### src/rtl/dcache_direct_wb.sv
// dcache_direct_wb: direct-mapped, write-back, write-allocate data cache.
//   Hits (read or write) complete with no stall. A miss stalls the pipeline while
//   an FSM writes back a dirty victim line and then refills a 4-word line.
//
// Ports
//   clk, rst      clock, synchronous active-high reset
//   proc_read     load request (held until proc_stall low)
//   proc_write    store request (held until proc_stall low); wins over proc_read
//   proc_addr     word address {tag, index, offset[1:0]}
//   proc_wdata    store data
//   proc_stall    request not yet serviced (combinational)
//   proc_rdata    load data of the hit word (combinational), 0 when not reading
//   mem_read      line refill request (registered)
//   mem_write     line write-back request (registered)
//   mem_addr      line address (word address >> 2)
//   mem_wdata     victim line, word0 in [31:0]
//   mem_rdata     refill line, word0 in [31:0]
//   mem_ready     one-cycle transfer-complete pulse
//
// Build option
//   DCACHE_STATS_EN  adds hit_cnt, miss_cnt, wb_cnt counter outputs.

module dcache_direct_wb #(
  parameter int unsigned INDEX_W = 3
) (
  input  logic         clk,
  input  logic         rst,
  input  logic         proc_read,
  input  logic         proc_write,
  input  logic [29:0]  proc_addr,
  input  logic [31:0]  proc_wdata,
  output logic         proc_stall,
  output logic [31:0]  proc_rdata,
  output logic         mem_read,
  output logic         mem_write,
  output logic [27:0]  mem_addr,
  output logic [127:0] mem_wdata,
  input  logic [127:0] mem_rdata,
  input  logic         mem_ready
`ifdef DCACHE_STATS_EN
  ,
  output logic [31:0]  hit_cnt,
  output logic [31:0]  miss_cnt,
  output logic [31:0]  wb_cnt
`endif
);

  localparam int unsigned LINE_ADDR_W = 28;
  localparam int unsigned TAG_W       = LINE_ADDR_W - INDEX_W;
  localparam int unsigned LINES       = 1 << INDEX_W;
  localparam int unsigned WORD_W      = 32;
  localparam int unsigned WORDS       = 4;

  typedef enum logic [1:0] {
    IDLE  = 2'd0,
    WBACK = 2'd1,
    ALLOC = 2'd2
  } state_t;

  // Line storage; data word0 sits in the low 32 bits of each packed line.
  logic [LINES-1:0]                valid_q;
  logic [LINES-1:0]                dirty_q;
  logic [TAG_W-1:0]                tag_q  [LINES];
  logic [WORDS-1:0][WORD_W-1:0]    data_q [LINES];

  state_t                 state_q, state_d;
  logic [LINE_ADDR_W-1:0] miss_line_q, miss_line_d;
  logic                   mem_read_d, mem_write_d;
  logic [LINE_ADDR_W-1:0] mem_addr_d;
  logic [127:0]           mem_wdata_d;
  logic                   refill, wr_hit;

  // Request address fields.
  logic [TAG_W-1:0]   req_tag;
  logic [INDEX_W-1:0] req_idx;
  logic [1:0]         req_off;
  logic               req, hit;

  // Miss line captured at miss time so the refill finishes even if the request drops.
  logic [TAG_W-1:0]   miss_tag;
  logic [INDEX_W-1:0] miss_idx;

  assign req_tag  = proc_addr[29 -: TAG_W];
  assign req_idx  = proc_addr[INDEX_W+1:2];
  assign req_off  = proc_addr[1:0];
  assign req      = proc_read | proc_write;
  assign hit      = valid_q[req_idx] && (tag_q[req_idx] == req_tag);
  assign miss_tag = miss_line_q[LINE_ADDR_W-1 -: TAG_W];
  assign miss_idx = miss_line_q[INDEX_W-1:0];

  assign proc_stall = (state_q != IDLE) || (req && !hit);
  assign proc_rdata = (proc_read && !proc_write && hit) ? data_q[req_idx][req_off] : '0;

  // State and memory-interface registers.
  always_ff @(posedge clk) begin
    if (rst) begin
      state_q     <= IDLE;
      miss_line_q <= '0;
      mem_read    <= 1'b0;
      mem_write   <= 1'b0;
      mem_addr    <= '0;
      mem_wdata   <= '0;
    end else begin
      state_q     <= state_d;
      miss_line_q <= miss_line_d;
      mem_read    <= mem_read_d;
      mem_write   <= mem_write_d;
      mem_addr    <= mem_addr_d;
      mem_wdata   <= mem_wdata_d;
    end
  end

  // Next state plus next values of the registered memory request.
  always_comb begin
    state_d     = state_q;
    miss_line_d = miss_line_q;
    mem_read_d  = 1'b0;
    mem_write_d = 1'b0;
    mem_addr_d  = mem_addr;
    mem_wdata_d = mem_wdata;
    refill      = 1'b0;
    wr_hit      = 1'b0;
    case (state_q)
      IDLE: begin
        if (req) begin
          if (hit) begin
            wr_hit = proc_write;
          end else begin
            miss_line_d = proc_addr[29:2];
            if (dirty_q[req_idx]) begin
              state_d     = WBACK;
              mem_write_d = 1'b1;
              mem_addr_d  = {tag_q[req_idx], req_idx};
              mem_wdata_d = data_q[req_idx];
            end else begin
              state_d    = ALLOC;
              mem_read_d = 1'b1;
              mem_addr_d = proc_addr[29:2];
            end
          end
        end
      end
      WBACK: begin
        mem_write_d = 1'b1;
        if (mem_ready) begin
          state_d     = ALLOC;
          mem_write_d = 1'b0;
          mem_read_d  = 1'b1;
          mem_addr_d  = miss_line_q;
        end
      end
      ALLOC: begin
        mem_read_d = 1'b1;
        if (mem_ready) begin
          state_d    = IDLE;
          mem_read_d = 1'b0;
          refill     = 1'b1;
        end
      end
      default: state_d = IDLE;
    endcase
  end

  // Valid/dirty bits are reset; tag/data arrays are not.
  always_ff @(posedge clk) begin
    if (rst) begin
      valid_q <= '0;
      dirty_q <= '0;
    end else if (refill) begin
      valid_q[miss_idx] <= 1'b1;
      dirty_q[miss_idx] <= 1'b0;
    end else if (wr_hit) begin
      dirty_q[req_idx] <= 1'b1;
    end
  end

  // Tag and data arrays: refill writes the whole line, a write hit writes one word.
  always_ff @(posedge clk) begin
    if (refill) begin
      tag_q[miss_idx]  <= miss_tag;
      data_q[miss_idx] <= mem_rdata;
    end else if (wr_hit) begin
      data_q[req_idx][req_off] <= proc_wdata;
    end
  end

`ifdef DCACHE_STATS_EN
  // Tracks that the current request already missed, so its final hit is not counted.
  logic missed_q;

  always_ff @(posedge clk) begin
    if (rst) begin
      hit_cnt  <= '0;
      miss_cnt <= '0;
      wb_cnt   <= '0;
      missed_q <= 1'b0;
    end else begin
      if (state_q == IDLE) begin
        if (req && hit) begin
          if (!missed_q) hit_cnt <= hit_cnt + 32'd1;
          missed_q <= 1'b0;
        end else if (req) begin
          miss_cnt <= miss_cnt + 32'd1;
          missed_q <= 1'b1;
        end else begin
          missed_q <= 1'b0;
        end
      end
      if ((state_q == WBACK) && mem_ready) wb_cnt <= wb_cnt + 32'd1;
    end
  end
`endif

endmodule

### config.mk
export PLATFORM = sky130hd
export DESIGN_NAME = dcache_direct_wb
export DESIGN_NICKNAME = d
export VERILOG_FILES = /design/src/rtl/dcache_direct_wb.sv
export SDC_FILE = /design/constraint.sdc
export NUM_CORES = 2
export LEC_CHECK = 0
export BUFFER_PORTS_ARGS = -buffer_cell sky130_fd_sc_hd__buf_2
export CAP_MARGIN = 15
export CORE_UTILIZATION = 43
export DETAILED_ROUTE_END_ITERATION = 16
export PLACE_DENSITY_LB_ADDON = 0.1
export SLEW_MARGIN = 20
export SYNTH_ARGS = -nofsm -noshare
export SYNTH_HDL_FRONTEND = slang
export SYNTH_SLANG_ARGS = --single-unit
### constraint.sdc
create_clock -name clk -period 20 [get_ports clk]
set_input_delay 5 -clock clk [delete_from_list [all_inputs] [get_ports clk]]
set_output_delay 5 -clock clk [all_outputs]
set_load 0.05 [all_outputs]
==> results.md <==
- The flow ran to the end, and the final reports show no timing, DRC or antenna violations.
- The number of gates resized after CTS was 0.
- Across every metal layer, demand over resource in global routing totals 0.306.
- The async set-reset flop share out of synthesis is 0.
- Dividing the final minimum period by the clock period gives 0.741.
- Entering global routing, the biggest net connects 130 pins.
- The cell area that synthesis handed to floorplanning was 0.0553 mm^2.
- The post-synthesis compound-gate area fraction is 0.120.
- Of all cell types, the one taking the most synthesized area is sky130_fd_sc_hd__edfxtp_1.
- In the layout the commonest cells are 1224 x sky130_fd_sc_hd__edfxtp_1, 524 x sky130_fd_sc_hd__a22oi_1, 383 x sky130_fd_sc_hd__buf_2, 204 x sky130_fd_sc_hd__dfxtp_1, 154 x sky130_fd_sc_hd__clkbuf_16.
- Among all flip-flop cells after synthesis, the most frequent one is sky130_fd_sc_hd__edfxtp_1.
- The floorplan core area is 0.128 mm^2.
- Counting instances, the worst hold path has a depth of 2.
- For this design the static power due to leakage is 21.1 nW.
- Leaving out fill and tap cells, the most frequent cell in the layout is sky130_fd_sc_hd__edfxtp_1.
- The floorplan step set the die height to 361 um.
- The portion of synthesized area spent on multiplexers is 0.0682.
- The data required time at the worst endpoint is 15.00 ns.
- The CTS tree is done.
- The post-synthesis area per instance is 16.3 um^2.
- The number of buffers inserted for hold repair after clock tree synthesis is 0.
- TritonCTS created 152 clock buffers.
- Of the post-synthesis cell area, the dominant cell type holds 0.665.
- Walking the worst path, the cells encountered are buf_4, buf_4, and3b_4, buf_4, a22oi_1, and4_1, mux4_2, nor2_1, buf_2.
- The number of hold-slack violations in the final timing report is 0.
- The initial utilization of the core area, before any placement, comes to 0.434.
- The cell that appears most often on the critical path is sky130_fd_sc_hd__buf_4.
- The final layout contains routed wiring with a total length of 201000 um.
- The total congestion overflow after global routing is 0.
- The pin slew with the least headroom to its limit is 1.15 ns.
- Sorting the synthesized cells by area gives the leading types as sky130_fd_sc_hd__edfxtp_1 66%, sky130_fd_sc_hd__dfxtp_1 7.4%, sky130_fd_sc_hd__a22oi_1 7.1%, sky130_fd_sc_hd__mux2_2 2.9%, sky130_fd_sc_hd__and4_1 2.1%.
- Synthesis produced a netlist with a net count of 3587.
- The data arrival time of the critical path is 9.83 ns.
- The congestion estimate from routability-driven global placement came to 0.862.
- The chip width is 361 um.
- Measured against its own limit, the worst slew margin works out to 0.233.
- Along the worst path, the maximum fanout reaches 55.
- The total count of max-transition violations in the final report is 0.
- After synthesis, the largest family of logic cells by area is compound AO/OA/AOI/OAI gates.
- Across all layers, the routed design uses 34700 vias.
- The area of all placed cells without fillers is 0.0643 mm^2.
- Of the total synthesized cell area, the portion taken by AND, OR, NAND and NOR gates is 0.0499.
- The critical path's slowest cell is sky130_fd_sc_hd__and3b_4.
- The number of gates on the worst path with buffers counted is 9.
- Detailed placement ended at an HPWL of 122000 um.
- The initial antenna violation count is 25.
- The largest single stage delay on the critical path is 0.98 ns.
- During placement, the flow inserted port buffers numbering 385.
- Setup repair after global routing left no endpoint under its margin.
- The xor/xnor share of the synthesized area is 0.00222.
- Clock-pin slew was measured on the worst setup and hold paths at 0.06 ns.
- After the first detailed-routing iteration, the DRC count stood at 4248.
- The number of standard-cell rows in the floorplan is 131.
- The setup TNS is 0 ns.
- The die covers 0.130 mm^2.
- The flip-flop and latch count after synthesis is 1428.
- The net count of the finished layout is 3939.
- The synthesis warning total is 0.
- STA classifies the critical path startpoint as a primary input.
- The I/O pin count is 386.
- The H-tree was split into 4 levels.
- After detailed routing, the average wire length per cell comes to 36.3 um.
- Counting every sink on the clock net gives 1428.
- Counting distinct cell types in the post-synthesis netlist gives 60.
- Clock skew on the completed layout was measured at 0.0311 ns.
- The number of synthesized flops with an enable pin is 1224.
- The ratio of total power to cell area is 101 mW/mm^2.
- For this run, design rule violations remaining after detail routing come to 0.
- Setup violations remaining at the end of the flow were counted as 0.
- The buffer cell driving the clock tree root is sky130_fd_sc_hd__clkbuf_16.
- Once placement finished, the instance area stood at 0.0594 mm^2.
- IR analysis of the VDD net gives a maximum drop of 0.0000864 V.
- The relative area change from synthesis to final layout is 16.4%.
- The first-pass GRT wire length is 275000 um.
- The number of buffer and inverter instances along the worst setup path is 4.
- Dividing the detail-routed via count by the number of cells gives 6.27.
- STA classifies the critical path endpoint as an output port.
- The cell count after synthesis is 3392.
- The kind of cell adding the most delay to the critical path is buffers and inverters.
- The first-pass iteration count of the detailed router is 6.
- The via count of the first global-routing pass came to 32700.
- Timing would allow up to 0.0674 GHz.
- For the worst flop-to-flop path, the logic depth is 11.
- Across the run, the number of max-cap violations was 0.
- For the worst-skew pair, the clock arrives at the later sink with an insertion delay of 0.79 ns.
- The count of nets left with antenna violations once routing finished came out at 0.
- Once the clock tree was built, the setup fixing pass inserted 0 buffers.
- The setup path with the least slack is of type in -> out.
- The register area share after synthesis is 0.739.
- The post-route minimum period is 14.83 ns.
- The maximum clock insertion buffer count is 3.
- The adder-cell share of the synthesized area is 0.
- The worst min-delay path class is reg -> reg.
- The share of layout cells above drive strength 1 is 0.239.
## per-stage QoR
stage               power [mW]  hold slack (ns)  setup WS (ns)   util  instances
CTS                       6.54            0.448           5.20  0.504       5533
detailed placement        3.78            0.440           5.22  0.466       5252
floorplan                 3.56            0.425           6.64      -       3392
finish                    6.52            0.450           5.17  0.505       5543
global route              6.68            0.484           5.09  0.504       5535
global placement          3.78            0.436           5.28  0.466       5252
## power breakdown
| group | switching, mW | internal, mW |
|---|---|---|
| clock | 1.18 | 1.62 |
| sequential | 0.0214 | 3.28 |
| combinational | 0.303 | 0.118 |
## layer usage
metal,part of all wire,global-route usage,up-vias
met5,0.00028,0,-
met4,0.041,0.118,10
met3,0.095,0.0708,252
met2,0.45,0.466,1821
met1,0.41,0.426,18100
li1,-,-,14600
## cell families (layout without fill, tap and decap cells)
family                    after synthesis  in the layout
DFF                                  1428           1428
AOI/OAI and AO/OA                     937            937
and+or+nand+nor                       438            438
muxes                                 295            295
buffers and inverters                 280            759
xor gates and xnor gates               14             14
other                                   0             10
## worst paths after layout
path,to,slack (ns),from
max,proc_rdata[19],5.17,proc_addr[4]
min,valid_q[4]$_SDFFE_PP0P_,0.45,valid_q[4]$_SDFFE_PP0P_
max reg2reg,data_q[6][119]$_DFFE_PP_,14.44,tag_q[5][6]$_DFFE_PP_
min reg2reg,valid_q[4]$_SDFFE_PP0P_,0.45,valid_q[4]$_SDFFE_PP0P_
## cell usage after synthesis (29+ instances only)
cell / n
sky130_fd_sc_hd__mux2_2: 143
sky130_fd_sc_hd__and4_1: 130
sky130_fd_sc_hd__clkbuf_1: 197
sky130_fd_sc_hd__a22oi_1: 524
sky130_fd_sc_hd__mux4_2: 50
sky130_fd_sc_hd__nor2_1: 91
sky130_fd_sc_hd__a21oi_1: 155
sky130_fd_sc_hd__edfxtp_1: 1224
sky130_fd_sc_hd__a211oi_1: 150
sky130_fd_sc_hd__buf_2: 35
sky130_fd_sc_hd__dfxtp_1: 204
sky130_fd_sc_hd__o31ai_1: 41
sky130_fd_sc_hd__nand2b_1: 79
sky130_fd_sc_hd__mux2i_1: 101
sky130_fd_sc_hd__nand2_1: 29
## area by class of cell
| class | instances | area (um^2) |
|---|---|---|
| multi-input cells | 1684 | 13800 |
| well taps | 1662 | 2080 |
| clock buffers | 235 | 4380 |
| fillers | 10700 | 63200 |
| flip-flops and latches | 1428 | 40800 |
| diodes | 10 | 25.0 |
| repair buffers | 457 | 2570 |
| inverters | 21 | 78.8 |
| clock inverters | 46 | 554 |
## registers in the layout, indices dropped and copies added, names as in the netlist
name / flops
state_q: 2
data_q: 1024
mem_addr: 28
miss_line_q: 28
mem_write: 1
tag_q: 200
mem_read: 1
valid_q: 8
dirty_q: 8
mem_wdata: 128
## tightest hold or removal path: stages (launching register included)
cell,delay [ns]
sky130_fd_sc_hd__dfxtp_1,0.31
sky130_fd_sc_hd__inv_1,0.05
sky130_fd_sc_hd__a21oi_1,0.05
(Power assumes the default switching activity.)
